`config.mk`:
```
export PLATFORM = sky130hd
export DESIGN_NAME = lrf_frame_sequencer_flat
export DESIGN_NICKNAME = d
export VERILOG_FILES = /design/src/rtl/lrf_frame_sequencer_if.sv /design/src/rtl/lrf_frame_sequencer.sv /design/src/flat_wrapper.sv
export SDC_FILE = /design/constraint.sdc
export NUM_CORES = 1
export LEC_CHECK = 0
export CELL_PAD_IN_SITES_DETAIL_PLACEMENT = 0
export CELL_PAD_IN_SITES_GLOBAL_PLACEMENT = 1
export CORE_ASPECT_RATIO = 0.7
export CORE_UTILIZATION = 25
export CTS_BUF_LIST = sky130_fd_sc_hd__clkbuf_4 sky130_fd_sc_hd__clkbuf_8
export DETAILED_ROUTE_END_ITERATION = 8
export PLACE_DENSITY = 0.58
export SKIP_LAST_GASP = 1
export SYNTH_ARGS = -nofsm -noshare
export SYNTH_HDL_FRONTEND = slang
export SYNTH_SLANG_ARGS = --single-unit
```
`constraint.sdc`:
```
create_clock -name s_axis_aclk -period 3.4 [get_ports s_axis_aclk]
set_input_delay 0.34 -clock s_axis_aclk [delete_from_list [all_inputs] [get_ports s_axis_aclk]]
set_output_delay 0.34 -clock s_axis_aclk [all_outputs]
set_load 0.03 [all_outputs]
```
`src/rtl/lrf_frame_sequencer_if.sv`:
```
// AXI-Stream style bundle used for the two frame inputs and the core-facing output.
interface lrf_frame_sequencer_if #(
  parameter int DATA_WIDTH = 128
) ();
  logic [DATA_WIDTH-1:0] tdata;
  logic                  tvalid;
  logic                  tready;
  logic                  tuser;
  logic                  tlast;

  modport master (output tdata, output tvalid, output tuser, output tlast, input tready);
  modport slave  (input tdata, input tvalid, input tuser, input tlast, output tready);
endinterface

```
`src/rtl/lrf_frame_sequencer.sv`:
```
// Frame pair sequencer: forwards one full reference frame, then one full new frame,
// for a programmed number of pairs into a 2-entry output FIFO feeding the fusion core.
module lrf_frame_sequencer #(
  parameter int DATA_WIDTH      = 128,
  parameter int WORDS_PER_FRAME = 16384,
  parameter int PAIR_W          = 16
) (
  input  logic                   s_axis_aclk,
  input  logic                   s_axis_areset,
  input  logic                   cfg_start,
  input  logic [PAIR_W-1:0]      cfg_num_pairs,
  lrf_frame_sequencer_if.slave   s_old,
  lrf_frame_sequencer_if.slave   s_new,
  lrf_frame_sequencer_if.master  m_axis,
  output logic                   busy,
  output logic                   done,
  output logic [PAIR_W-1:0]      pair_idx
);

  localparam int BEAT_W = (WORDS_PER_FRAME > 1) ? $clog2(WORDS_PER_FRAME) : 1;
  localparam logic [BEAT_W-1:0] LAST_BEAT = BEAT_W'(WORDS_PER_FRAME - 1);

  typedef enum logic [2:0] {
    IDLE  = 3'd0,
    OLD   = 3'd1,
    NEW   = 3'd2,
    DRAIN = 3'd3,
    FIN   = 3'd4
  } state_t;

  state_t              state_reg;
  logic [BEAT_W-1:0]   beat_cnt_reg;
  logic [PAIR_W-1:0]   num_pairs_reg;
  logic [PAIR_W-1:0]   pair_idx_reg;
  logic                busy_reg;
  logic                done_reg;

  logic [1:0]          fifo_cnt_reg;
  logic                wr_ptr_reg;
  logic                rd_ptr_reg;

  logic                fifo_full;
  logic                old_acc;
  logic                new_acc;
  logic                push;
  logic                pop;
  logic                frame_end;
  logic                last_pair;
  logic [DATA_WIDTH-1:0] push_data;
  logic                push_user;
  logic                push_last;

  // Only the active phase's stream sees ready; the full check ignores a same-cycle
  // pop so ready depends on registers alone.
  assign fifo_full    = (fifo_cnt_reg == 2'd2);
  assign s_old.tready = (state_reg == OLD) && !fifo_full;
  assign s_new.tready = (state_reg == NEW) && !fifo_full;
  assign old_acc      = s_old.tready && s_old.tvalid;
  assign new_acc      = s_new.tready && s_new.tvalid;
  assign push         = old_acc || new_acc;
  assign pop          = (fifo_cnt_reg != 2'd0) && m_axis.tready;
  assign frame_end    = (beat_cnt_reg == LAST_BEAT);
  assign last_pair    = (pair_idx_reg == (num_pairs_reg - 1'b1));

  assign push_data = (state_reg == NEW) ? s_new.tdata : s_old.tdata;
  assign push_user = (state_reg == NEW);
  assign push_last = new_acc && frame_end && last_pair;

  assign busy     = busy_reg;
  assign done     = done_reg;
  assign pair_idx = pair_idx_reg;

  // Sequencing FSM: phase selection, beat/pair counting and status outputs.
  always_ff @(posedge s_axis_aclk) begin
    if (s_axis_areset) begin
      state_reg     <= IDLE;
      beat_cnt_reg  <= '0;
      num_pairs_reg <= '0;
      pair_idx_reg  <= '0;
      busy_reg      <= 1'b0;
      done_reg      <= 1'b0;
    end else begin
      done_reg <= 1'b0;
      case (state_reg)
        IDLE: begin
          if (cfg_start) begin
            num_pairs_reg <= cfg_num_pairs;
            busy_reg      <= 1'b1;
            beat_cnt_reg  <= '0;
            pair_idx_reg  <= '0;
            state_reg     <= (cfg_num_pairs == '0) ? FIN : OLD;
          end
        end
        OLD: begin
          if (old_acc) begin
            if (frame_end) begin
              beat_cnt_reg <= '0;
              state_reg    <= NEW;
            end else begin
              beat_cnt_reg <= beat_cnt_reg + 1'b1;
            end
          end
        end
        NEW: begin
          if (new_acc) begin
            if (frame_end) begin
              beat_cnt_reg <= '0;
              if (last_pair) begin
                state_reg <= DRAIN;
              end else begin
                pair_idx_reg <= pair_idx_reg + 1'b1;
                state_reg    <= OLD;
              end
            end else begin
              beat_cnt_reg <= beat_cnt_reg + 1'b1;
            end
          end
        end
        DRAIN: begin
          if (fifo_cnt_reg == 2'd0) begin
            state_reg <= FIN;
          end
        end
        FIN: begin
          // busy falls in the same cycle the done pulse appears.
          done_reg  <= 1'b1;
          busy_reg  <= 1'b0;
          state_reg <= IDLE;
        end
        default: begin
          state_reg <= IDLE;
        end
      endcase
    end
  end

  // FIFO occupancy and pointers; simultaneous push and pop keep the count.
  always_ff @(posedge s_axis_aclk) begin
    if (s_axis_areset) begin
      fifo_cnt_reg <= 2'd0;
      wr_ptr_reg   <= 1'b0;
      rd_ptr_reg   <= 1'b0;
    end else begin
      if (push) begin
        wr_ptr_reg <= ~wr_ptr_reg;
      end
      if (pop) begin
        rd_ptr_reg <= ~rd_ptr_reg;
      end
      case ({push, pop})
        2'b10:   fifo_cnt_reg <= fifo_cnt_reg + 2'd1;
        2'b01:   fifo_cnt_reg <= fifo_cnt_reg - 2'd1;
        default: fifo_cnt_reg <= fifo_cnt_reg;
      endcase
    end
  end

  genvar gi;
  generate
    for (gi = 0; gi < 2; gi++) begin : g_entry
      logic [DATA_WIDTH-1:0] data_reg;
      logic                  user_reg;
      logic                  last_reg;

      // One FIFO slot; cleared on reset so the idle output bus reads zero.
      always_ff @(posedge s_axis_aclk) begin
        if (s_axis_areset) begin
          data_reg <= '0;
          user_reg <= 1'b0;
          last_reg <= 1'b0;
        end else if (push && (wr_ptr_reg == 1'(gi))) begin
          data_reg <= push_data;
          user_reg <= push_user;
          last_reg <= push_last;
        end
      end
    end
  endgenerate

  // Head of the FIFO drives the core; it only moves on a pop, so it holds under backpressure.
  assign m_axis.tvalid = (fifo_cnt_reg != 2'd0);
  assign m_axis.tdata  = rd_ptr_reg ? g_entry[1].data_reg : g_entry[0].data_reg;
  assign m_axis.tuser  = rd_ptr_reg ? g_entry[1].user_reg : g_entry[0].user_reg;
  assign m_axis.tlast  = rd_ptr_reg ? g_entry[1].last_reg : g_entry[0].last_reg;

endmodule
```
`src/flat_wrapper.sv`:
```
// flat-port wrapper written by rule: the top's interface ports become plain ports
module lrf_frame_sequencer_flat 
#(
  parameter int DATA_WIDTH      = 128,
  parameter int WORDS_PER_FRAME = 16384,
  parameter int PAIR_W          = 16
)
  (s_axis_aclk, s_axis_areset, cfg_start, cfg_num_pairs, busy, done, pair_idx, s_old_tdata, s_old_tvalid, s_old_tuser, s_old_tlast, s_old_tready, s_new_tdata, s_new_tvalid, s_new_tuser, s_new_tlast, s_new_tready, m_axis_tdata, m_axis_tvalid, m_axis_tuser, m_axis_tlast, m_axis_tready);
  lrf_frame_sequencer_if #(.DATA_WIDTH(DATA_WIDTH)) s_old_i ();
  lrf_frame_sequencer_if #(.DATA_WIDTH(DATA_WIDTH)) s_new_i ();
  lrf_frame_sequencer_if #(.DATA_WIDTH(DATA_WIDTH)) m_axis_i ();
  input  logic s_axis_aclk;
  input  logic s_axis_areset;
  input  logic cfg_start;
  input  logic [PAIR_W-1:0] cfg_num_pairs;
  output logic busy;
  output logic done;
  output logic [PAIR_W-1:0] pair_idx;
  input wire logic [$bits(s_old_i.tdata)-1:0] s_old_tdata;
  input wire logic [$bits(s_old_i.tvalid)-1:0] s_old_tvalid;
  input wire logic [$bits(s_old_i.tuser)-1:0] s_old_tuser;
  input wire logic [$bits(s_old_i.tlast)-1:0] s_old_tlast;
  output wire logic [$bits(s_old_i.tready)-1:0] s_old_tready;
  input wire logic [$bits(s_new_i.tdata)-1:0] s_new_tdata;
  input wire logic [$bits(s_new_i.tvalid)-1:0] s_new_tvalid;
  input wire logic [$bits(s_new_i.tuser)-1:0] s_new_tuser;
  input wire logic [$bits(s_new_i.tlast)-1:0] s_new_tlast;
  output wire logic [$bits(s_new_i.tready)-1:0] s_new_tready;
  output wire logic [$bits(m_axis_i.tdata)-1:0] m_axis_tdata;
  output wire logic [$bits(m_axis_i.tvalid)-1:0] m_axis_tvalid;
  output wire logic [$bits(m_axis_i.tuser)-1:0] m_axis_tuser;
  output wire logic [$bits(m_axis_i.tlast)-1:0] m_axis_tlast;
  input wire logic [$bits(m_axis_i.tready)-1:0] m_axis_tready;
  assign s_old_i.tdata = s_old_tdata;
  assign s_old_i.tvalid = s_old_tvalid;
  assign s_old_i.tuser = s_old_tuser;
  assign s_old_i.tlast = s_old_tlast;
  assign s_old_tready = s_old_i.tready;
  assign s_new_i.tdata = s_new_tdata;
  assign s_new_i.tvalid = s_new_tvalid;
  assign s_new_i.tuser = s_new_tuser;
  assign s_new_i.tlast = s_new_tlast;
  assign s_new_tready = s_new_i.tready;
  assign m_axis_tdata = m_axis_i.tdata;
  assign m_axis_tvalid = m_axis_i.tvalid;
  assign m_axis_tuser = m_axis_i.tuser;
  assign m_axis_tlast = m_axis_i.tlast;
  assign m_axis_i.tready = m_axis_tready;
  lrf_frame_sequencer #(.DATA_WIDTH(DATA_WIDTH), .WORDS_PER_FRAME(WORDS_PER_FRAME), .PAIR_W(PAIR_W)) u_core (.s_axis_aclk(s_axis_aclk), .s_axis_areset(s_axis_areset), .cfg_start(cfg_start), .cfg_num_pairs(cfg_num_pairs), .s_old(s_old_i), .s_new(s_new_i), .m_axis(m_axis_i), .busy(busy), .done(done), .pair_idx(pair_idx));
endmodule
```
## Yosys cells after proc, flatten, opt, wreduce, memory -nomap -nowiden

Index checks and enable logic that the tools add are counted.

- Add/sub/neg operators: 5
- Equal/unequal tests: 16
- Muxes and demuxes: 27
- Bitwise gates (word level): 2
- Reductions and logical operators: 24

Operator list:

| cell | number |
|---|---|
| 2-to-1 mux 128 bit | 2 |
| 2-to-1 mux 16 bit | 4 |
| 2-to-1 mux 14 bit | 4 |
| case mux 14 bit (3 select lines) | 1 |
| case mux 16 bit (2 select lines) | 1 |
| 2-to-1 mux 3 bit | 7 |
| adder 16 x 1 -> 16 bit, second input constant | 1 |
| == test 16 bit | 1 |
| zero test 16 bit | 1 |
| subtractor 16 x 1 -> 16 bit, second input constant | 1 |
| adder 14 x 1 -> 14 bit, second input constant | 1 |
| == test 14 bit, second input constant | 1 |
| case mux 3 bit (4 select lines) | 1 |
| != test 2 x 1 -> 1 bit, second input constant | 5 |
| logical AND 1 bit | 9 |
| nonzero test 2 bit | 4 |
| == test 3 x 2 -> 1 bit, second input constant | 2 |
| AND reduction 6 bit | 1 |
| AND reduction 5 bit | 1 |
| == test 2 bit, second input constant | 2 |
| 2-to-1 mux 1 bit | 4 |
| != test 2 bit, second input constant | 2 |
| case mux 2 bit (2 select lines) | 1 |
| AND reduction 2 bit | 2 |
| other kinds (14) | 15 |

- Flip-flop bits (word level): 315
- Bits of input ports: 282
- Output and inout port bits: 151
- Word-level logic and storage cells: 89

## Depth between registers and ports, before layout

Gate-level depths: netlist of run 1.

- Word-level depth: 7
- Mapped depth: 11
- Gate-level depth less buffers: 10

## Worst setup path before layout of run 1

No wires, ideal clock.

- Path type: reg-to-reg
- From: reg u_core.state_reg[2]
- To: reg u_core.g_entry[0].data_reg[89]
- Setup time: 0.086 ns
- Data arrival time: 2.816 ns
- Required time: 3.314 ns
- Path slack: 0.498 ns
- Cell stages (with the launch flop): 11
- Buffers on the path: 3
- Period minus slack after synthesis: 2.902 ns
- Cells stage by stage: dfxtp_1 clkbuf_1 inv_1 nand2_1 nor3_1 a22oi_1 nor2_1 clkbuf_1 clkbuf_1 nor2_1 a211oi_1

- Word-level cells in the longest chain between the ends: 5
- Elaborated cells between the ends (all ways): 9
- Classes of those cells: eq/ne: 2; mux: 1; reduce/logical: 6

RTL lines:

| item | line | source |
|---|---|---|
| start: declaration | lrf_frame_sequencer.sv:31 | `state_t state_reg;` |
| start signal: assignment | lrf_frame_sequencer.sv:91 | `state_reg <= (cfg_num_pairs == '0) ? FIN : OLD;` |
| == test 3 x 1 -> 1 bit | lrf_frame_sequencer.sv:56 | `assign s_old.tready = (state_reg == OLD) && !fifo_full;` |
| logical AND 1 bit | lrf_frame_sequencer.sv:56 |  |
| via s_old_tready | flat_wrapper.sv:23 | `output wire logic [$bits(s_old_i.tready)-1:0] s_old_tready;` |
| logical AND 1 bit | lrf_frame_sequencer.sv:58 | `assign old_acc = s_old.tready && s_old.tvalid;` |
| logical OR 1 bit | lrf_frame_sequencer.sv:60 | `assign push = old_acc \|\| new_acc;` |
| logical AND 1 bit | lrf_frame_sequencer.sv:171 | `end else if (push && (wr_ptr_reg == 1'(gi))) begin` |
| end signal: assignment | lrf_frame_sequencer.sv:172 | `data_reg <= push_data;` |
| end: declaration | lrf_frame_sequencer.sv:161 | `logic [DATA_WIDTH-1:0] data_reg;` |

The timed path passes the listed nets, and every way through them passes these cells.
A chain may end at the register's enable or synchronous reset.

## Worst setup path after layout of run 1

- From: reg u_core.rd_ptr_reg
- To: out m_axis_tdata[31]

- Word-level cells in the longest chain between the ends: 1

RTL lines:

| item | line | source |
|---|---|---|
| start: declaration | lrf_frame_sequencer.sv:40 | `logic rd_ptr_reg;` |
| start signal: assignment | lrf_frame_sequencer.sv:148 | `rd_ptr_reg <= ~rd_ptr_reg;` |
| 2-to-1 mux 128 bit | lrf_frame_sequencer.sv:182 | `assign m_axis.tdata = rd_ptr_reg ? g_entry[1].data_reg : g_entry[0].data_reg;` |
| end: declaration | flat_wrapper.sv:29 | `output wire logic [$bits(m_axis_i.tdata)-1:0] m_axis_tdata;` |

No other way between the ends.

==> results of run 1 <==
[logic make-up (layout without fill, tap and decap cells)]
logic type,count (synthesis),in the layout,share of synthesized area [%]
AND/OR/NAND/NOR,454,454,13.8
other,0,1,0
buffers and inverters,145,572,3.83
AO/OA/AOI/OAI,351,351,17.3
adder cells (fa/ha/maj),4,4,0.345
flip-flops,315,315,43.5
XOR/XNOR,29,29,1.75
multiplexers,265,265,19.5
[path summary, 6_finish.rpt]
kind | from | endpoint | slack, ps | depth (start not counted)
setup / recovery | u_core.rd_ptr_reg | m_axis_tdata[31] | 310 | 3
hold / removal | s_axis_areset | u_core.beat_cnt_reg[11] | 130 | 2
setup reg to reg | u_core.num_pairs_reg[0] | u_core.pair_idx[14] | 400 | 10
hold reg to reg | u_core.g_entry[0].last_reg | u_core.g_entry[0].last_reg | 460 | 2
[worst reg2reg max path, delay by kind of cell (launching register included)]
kind                       cells  cell delay, ps
AOI/OAI and AO/OA              5            1390
and+or+nand+nor                2             770
DFF                            1             350
adders and majority gates      1             180
xor gates and xnor gates       1             180
buffers and inverters          1              70
[power breakdown]
part           internal [mW]  switching (mW)
registers               4.40           0.447
clock network           2.01            1.57
logic                   2.87            3.78
[final cells by class]
| cell class | count | share of cell area (%) |
|---|---|---|
| Antenna cell | 1 | 0.0120 |
| Clock buffer | 85 | 5.00 |
| Clock inverter | 9 | 0.415 |
| Inverter | 13 | 0.235 |
| Multi-Input combinational cell | 1103 | 36.9 |
| Sequential cell | 315 | 30.4 |
| Tap cell | 750 | 4.52 |
| Timing Repair Buffer | 465 | 22.5 |
[through the flow]
step / cells / cell area, um2 / total power [mW]
6_report: 2741 / 20800 / 15.1
5_1_grt: 2741 / 20800 / 16.1
4_1_cts: 2740 / 20800 / 15.4
3_5_place_dp: 2646 / 19600 / 11.7
3_3_place_gp: 2646 / 19600 / 11.5
2_1_floorplan: 1563 / 14500 / 9.07
[cells in the final DEF, fill, tap and decap left out, types with 17 or more instances in the layout]
cell type	synthesis	final
clkdlybuf4s50_1	0	427
dfxtp_1	315	314
nor2_1	287	286
a211oi_1	257	257
mux2i_1	133	133
mux2_2	131	131
clkbuf_8	0	64
nand2_1	59	59
a21oi_1	45	45
buf_4	0	28
o21ai_0	26	26
clkbuf_4	0	21
xor2_1	17	17
[timing repair]
item / in CTS / in global routing
gates resized for setup: 0 / 1
setup endpoints to repair: 0 / 3
setup buffers: 0 / 0
[metal layers]
| metal | global-route usage (%) | vias to the layer above |
|---|---|---|
| li1 | - | 6463 |
| met1 | 21.3 | 6004 |
| met3 | 3.74 | 72 |
| met5 | 0 | - |
| met4 | 5.24 | 0 |
| met2 | 25.2 | 278 |
==> results.json, run 1 <==
{
  "ff_latch_area_mm2": 0.00631,
  "grt-ovfl-total": 0,
  "clk_pin_slew_ps": 60,
  "cts-root-buf": "clkbuf_8",
  "rsz0062_at_grt": "no",
  "synth_edf_count": 0,
  "yosysMostFrequentCell": "dfxtp_1",
  "drc": 0,
  "hold_slack_ps": 126,
  "syn_to_final_growth_pct": 43.2,
  "via_per_inst": 4.68,
  "synth-seq-cells": 315,
  "cts_buffers": 53,
  "core.rowCount": 73,
  "yosysWarnings": 0,
  "drt_iter0_markers": 547,
  "dr_total_vias": 12800,
  "routedWlPerCell_um": 17.7,
  "synth.largest_area_cell": "dfxtp_1",
  "crit_buf_inv": 2,
  "synth_top_area_share_pct": 43.5,
  "grt_pass1_vias": 12500,
  "crit_type": "reg2out",
  "clockBufferDepth": 3,
  "synth_ff_type": "dfxtp_1",
  "core_area_mm2": 0.0571,
  "die_area_mm2": 0.0590,
  "antenna_found_initial": 1,
  "synth_cells": 1563,
  "hold_class": "in2reg",
  "worstPathCellList": "buf_4 > mux2_2 > clkdlybuf4s50_1",
  "setup_tns_ps": 0,
  "multi_input_area_mm2": 0.00767,
  "finalWorstPathRequiredPeriod_ps": 3090,
  "fmax_mhz": 324,
  "cpPeakStageDelay_ps": 650,
  "met1Wirelength_um": 22600,
  "setup_viol": 0,
  "peakVddDrop_uv": 322,
  "gp_congestion": 0.766,
  "final_util_pct": 36.4,
  "grt_pass1_wl_um": 73500,
  "synth_area_mm2": 0.0145,
  "nNetsFinal": 2237,
  "track_usage_pct": 15.9,
  "leakagePower_nw": 6.89,
  "grt_max_degree": 163,
  "relSlewSlack_pct": 36.3,
  "route.met2.wl_um": 22200,
  "first_pass_iters": 4,
  "dp_hpwl_um": 35300,
  "nFillCells": 5740,
  "drt-total-wl_um": 48600,
  "port_buffers": 428,
  "status": "finished clean",
  "yosysSeqAreaShare_pct": 43.5,
  "tightest_slew_ps": 955,
  "drtAntennaViolNets": 0,
  "drv_cap": 0,
  "pre_cts_slack_ps": 275,
  "end_kind": "output port",
  "dr.max_layer_used": "met4",
  "finalHoldViolCount": 0,
  "cp_top_family": "buffers and inverters",
  "synth.area.top_cells": "dfxtp_1 (43%), a211oi_1 (13%), mux2_2 (10%), mux2i_1 (9.2%), nor2_1 (7.4%)",
  "async_flop_share_pct": 0,
  "worstPathRequired_ps": 3060,
  "clk_latency_ps": 620,
  "num_io_pins": 433,
  "clock_skew_ps": 19.4,
  "synth_commonest_cells": "dfxtp_1 (315), nor2_1 (287), a211oi_1 (257)",
  "period_share_pct": 90.8,
  "start_util_pct": 25.4,
  "crit_path_max_fanout": 26,
  "cts_hold_buf": 0,
  "wl_met3_um": 2670,
  "cts_tree": "built",
  "syn_avg_cell_area_um2": 9.28,
  "synth_cell_type_count": 56,
  "slowest_stage": "dfxtp_4",
  "crit_arrival_ps": 2750,
  "drive_gt1_share_pct": 14.3,
  "largest_reg_flops": 256,
  "drv_slew": 0,
  "die_h_um": 204,
  "die_w_um": 290,
  "power_density_mw_per_mm2": 726,
  "start_kind": "register",
  "cts_sinks": 315,
  "syn_nets": 1849,
  "setup_ws_ps": 314,
  "htreeDepth": 2
}
No activity file was read; power rests on OpenSTA's default activity.
==> run 2, diff against run 1 <==
- HOLD_SLACK_MARGIN: not set -> 0.08
- PLACE_DENSITY: 0.58 -> 0.72
==> results.json, run 2 (synthesis gave the netlist of run 1 again) <==
{
  "end_kind": "register",
  "port_buffers": 428,
  "clk_pin_slew_ps": 70,
  "crit_type": "reg2reg",
  "drt-total-wl_um": 44000,
  "setup_ws_ps": 349,
  "min_from": "s_axis_areset",
  "clk_latency_ps": 590,
  "cts_tree": "built",
  "first_pass_iters": 5,
  "cp_top_family": "compound AO/OA/AOI/OAI gates",
  "start_util_pct": 25.4,
  "rsz0062_at_grt": "no",
  "die_w_um": 290,
  "grt-ovfl-total": 0,
  "drt_iter0_markers": 503,
  "finalHoldViolCount": 0,
  "crit_arrival_ps": 3560,
  "worstPathCellList": "inv_1 > ha_1 > nor2b_1 > a32oi_1 > a2111oi_1 > nand4_2 > o311ai_2 > o21ai_0 > a21oi_1",
  "r2r_start": "u_core.num_pairs_reg[0]",
  "gp_congestion": 0.805,
  "worstPathRequired_ps": 3910,
  "dp_hpwl_um": 31600,
  "drv_cap": 0,
  "via_per_inst": 4.71,
  "routedWlPerCell_um": 16.1,
  "core.rowCount": 73,
  "antenna_found_initial": 1,
  "cts_buffers": 53,
  "setup_viol": 0,
  "final_util_pct": 36.4,
  "r2r_slack_ps": 350,
  "cts_sinks": 315,
  "dr_total_vias": 12900,
  "final_cell_mix": "clkdlybuf4s50_1 (427), dfxtp_1 (314), nor2_1 (286), a211oi_1 (257), mux2i_1 (133)",
  "tightest_slew_ps": 783,
  "finalWorstPathRequiredPeriod_ps": 3050,
  "core_area_mm2": 0.0571,
  "start_kind": "register",
  "diodes": 0,
  "cts-root-buf": "clkbuf_8",
  "power_density_mw_per_mm2": 727,
  "hold_class": "in2reg",
  "drc": 0,
  "htreeDepth": 2,
  "pre_cts_slack_ps": 412,
  "critPathLaunch": "u_core.num_pairs_reg[0]",
  "min_path_cells": 2,
  "status": "finished clean",
  "period_share_pct": 89.7,
  "drtAntennaViolNets": 0,
  "grt_pass1_wl_um": 68500,
  "num_io_pins": 433,
  "rr_worst_depth": 9,
  "clockBufferDepth": 3,
  "grt_pass1_vias": 12700,
  "cts_hold_buf": 0,
  "setup_tns_ps": 0,
  "leakagePower_nw": 6.88,
  "largest_reg_flops": 256,
  "grt_max_degree": 126,
  "track_usage_pct": 14.4,
  "drv_slew": 0,
  "peakVddDrop_uv": 434,
  "clock_skew_ps": 14.8,
  "syn_to_final_growth_pct": 43.3,
  "die_h_um": 204,
  "slowest_stage": "a2111oi_1",
  "layout_commonest_cell": "clkdlybuf4s50_1",
  "nNetsFinal": 2227,
  "cts_resized": 0,
  "relSlewSlack_pct": 47.8,
  "fmax_mhz": 328,
  "cpPeakStageDelay_ps": 550,
  "drive_gt1_share_pct": 13.8,
  "rr_endpoint": "u_core.pair_idx[14]",
  "hold-path-endpoint": "u_core.state_reg[0]",
  "crit_buf_inv": 1,
  "cts_setup_buffers": 0,
  "die_area_mm2": 0.0590,
  "crit_path_max_fanout": 8
}
run 2: cell count changes in the layout (fill, tap and decap cells not counted), sizes merged:
cell / previous run / this run
buf: 38 / 28
bufinv: 1 / 3
clkinv: 5 / 6
diode: 1 / 0
inv: 15 / 14
run 2: metal layers:
layer,up-vias,wire length (um),global-route usage [%],share of wire (%)
li1,6431,-,-,-
met1,6030,20200,18.8,46
met2,309,20200,23.2,46
met3,83,2460,3.55,5.6
met4,2,1100,4.92,2.5
met5,-,7,0,0.016
run 2: layout make-up:
type | instances | area [um2]
repair buffers | 455 | 4620
clock inverters | 11 | 136
clock buffers | 85 | 1080
flip-flops and latches | 315 | 6310
inverters | 13 | 48.8
multi-input cells | 1103 | 7660
fillers | 5714 | 36300
well taps | 750 | 938
run 2: worst max-delay path by stage:
stage	endpoint	slack, ps	cells past startpoint
finish	u_core.pair_idx[14]	350	9
global route	u_core.pair_idx[12]	60	8
CTS	m_axis_tdata[3]	340	3
detailed placement	u_core.pair_idx[14]	410	8
global placement	u_core.pair_idx[12]	500	8
floorplan	u_core.g_entry[0].data_reg[89]	500	10
run 2: through the flow:
step / total power, mW / hold WS, ps / area, um2 / std cells
final: 15.1 / 215 / 20800 / 2732
after floorplan: 9.07 / 429 / 14500 / 1563
after CTS: 15.4 / 139 / 20800 / 2732
after detailed placement: 11.4 / 447 / 19600 / 2636
after global routing: 16.1 / 180 / 20800 / 2732
after global placement: 11.3 / 441 / 19600 / 2636
run 2: where the power goes:
| group | internal [mW] | switching, mW | leakage [nW] |
|---|---|---|---|
| logic | 2.83 | 3.67 | 3.68 |
| registers | 4.40 | 0.429 | 2.56 |
| clock network | 2.23 | 1.55 | 0.643 |
| total | 9.46 | 5.65 | 6.88 |
run 2: worst register-to-register path: cells and delay by family (launching register included):
kind / cells / cell delay, ps
compound gates: 5 / 1580
simple gates: 2 / 780
fa+ha+maj: 1 / 190
buf+inv: 1 / 70
flops: 1 / 340
==> run 3, diff against run 2 <==
- HOLD_SLACK_MARGIN: 0.08 -> not set
- MAX_ROUTING_LAYER: not set -> met4
- clock period: 3.4 -> 3.2 ns (I/O delays scaled with it)
==> results.json, run 3 (synthesis gave the netlist of run 1 again) <==
{
  "drtAntennaViolNets": 0,
  "grt_max_degree": 159,
  "largest_reg_flops": 256,
  "num_io_pins": 433,
  "track_usage_pct": 15.1,
  "end_kind": "register",
  "switchingPower_mw": 6.09,
  "leakagePower_nw": 6.98,
  "drv_cap": 0,
  "p_clk_share_pct": 24.9,
  "setup_viol": 0,
  "finalHoldViolCount": 0,
  "core.rowCount": 73,
  "gp_congestion": 0.804,
  "grtUsageMet3_pct": 3.57,
  "gr-max-usage-layer": "met2",
  "met2_usage_pct": 23.8,
  "antenna_found_initial": 0,
  "drive_gt1_share_pct": 14.7,
  "drt_iter0_markers": 437,
  "final_util_pct": 36.8,
  "hold_class": "in2reg",
  "nNetsFinal": 2245,
  "layout_commonest_cell": "clkdlybuf4s50_1",
  "start_kind": "register",
  "syn_to_final_growth_pct": 44.8,
  "rsz0062_at_grt": "no",
  "drc": 0,
  "finalWorstPathRequiredPeriod_ps": 2930,
  "clk_latency_ps": 610,
  "tightest_slew_ps": 915,
  "clk_pin_slew_ps": 60,
  "status": "finished clean",
  "worstPathRequired_ps": 3740,
  "period_share_pct": 91.4,
  "intPower_mw": 10.1,
  "grt_pass1_vias": 12800,
  "drv_slew": 0,
  "peakVddDrop_uv": 351,
  "routedWlPerCell_um": 16.2,
  "die_h_um": 204,
  "setup_tns_ps": 0,
  "crit_arrival_ps": 3470,
  "switching_share_pct": 37.7,
  "p_comb_share_pct": 43.5,
  "crit_type": "reg2reg",
  "grt_pass1_wl_um": 69800,
  "start_util_pct": 25.4,
  "drt-total-wl_um": 44500,
  "grt-ovfl-total": 0,
  "fmax_mhz": 342,
  "die_w_um": 290,
  "die_area_mm2": 0.0590,
  "clock_skew_ps": 19.4,
  "cts_sinks": 315,
  "grtUsageMet1_pct": 19.2,
  "dr_total_vias": 12800,
  "via_per_inst": 4.66,
  "crit_path_max_fanout": 10,
  "final_cell_mix": "clkdlybuf4s50_1 (427), dfxtp_1 (314), nor2_1 (286), a211oi_1 (257), mux2i_1 (133)",
  "relSlewSlack_pct": 39.0,
  "pwr-share-seq_pct": 31.6,
  "first_pass_iters": 4,
  "power_density_mw_per_mm2": 769,
  "cts_tree": "built",
  "htreeDepth": 2,
  "cts_buffers": 54,
  "cts-root-buf": "clkbuf_8",
  "dp_hpwl_um": 31700,
  "clockBufferDepth": 3,
  "core_area_mm2": 0.0571,
  "port_buffers": 428
}
[run 3: changes by cell type in the layout (fill, tap and decap cells not counted), moves of 2 or more]
cell,delta
buf_4,+11
buf_12,+5
clkbuf_4,+2
clkinvlp_4,+2
[run 3: repair_timing]
action | 4_1_cts | 5_1_grt
endpoints found under the setup margin | 0 | 11
endpoints found under the hold margin | 25 | 0
gates resized for setup | 0 | 3
hold buffers | 1 | 0
setup buffers | 0 | 0
[run 3: per-stage QoR]
stage / power (mW) / cells / area, um2 / setup slack (ps) / hold slack (ps)
floorplan: 9.64 / 1563 / 14500 / 298 / 429
global placement: 12.1 / 2652 / 19800 / 230 / 444
detailed placement: 12.2 / 2652 / 19800 / 168 / 452
CTS: 16.4 / 2752 / 21000 / 117 / 196
global route: 17.2 / 2752 / 21000 / 32.0 / 233
finish: 16.2 / 2753 / 21000 / 275 / 276
[run 3: final timing paths]
path / startpoint / endpoint / slack [ps] / cells after the start
worst max-delay path: u_core.num_pairs_reg[3] / u_core.pair_idx[13] / 270 / 8
worst min-delay path: cfg_num_pairs[14] / u_core.num_pairs_reg[14] / 280 / 3
worst max register to register: u_core.num_pairs_reg[3] / u_core.pair_idx[13] / 270 / 8
worst min register to register: u_core.g_entry[0].last_reg / u_core.g_entry[0].last_reg / 460 / 2
[run 3: cell type report]
| cell class | count | area, um2 |
|---|---|---|
| Clock buffer | 86 | 1080 |
| Antenna cell | 1 | 2.50 |
| Fill cell | 5704 | 36100 |
| Sequential cell | 315 | 6310 |
| Inverter | 13 | 48.8 |
| Tap cell | 750 | 938 |
| Timing Repair Buffer | 472 | 4810 |
| Multi-Input combinational cell | 1103 | 7680 |
| Clock inverter | 13 | 133 |
[run 3: power by group through the flow]
| stage | Sequential [mW] | Clock (mW) | Combinational, mW |
|---|---|---|---|
| global placement | 5.13 | 0 | 6.99 |
| finish | 5.10 | 4.02 | 7.03 |
| floorplan | 5.04 | 0 | 4.60 |
| global route | 5.21 | 4.39 | 7.58 |
| detailed placement | 5.18 | 0 | 7.06 |
| CTS | 5.10 | 4.20 | 7.10 |
[run 3: metal layers]
metal,up-vias,share of wire [%]
met3,66,5.6
met5,-,0
li1,6460,-
met4,0,1.9
met2,287,46
met1,6026,47
[run 3: worst max-delay path, stage by stage, from the launching register on]
cell and delay, ps:
dfxtp_1 390, nor4_4 460, and2_1 270, mux4_2 510
nor2_1 160, nand4_2 230, o311ai_4 470, nand2b_1 190
mux2i_1 180
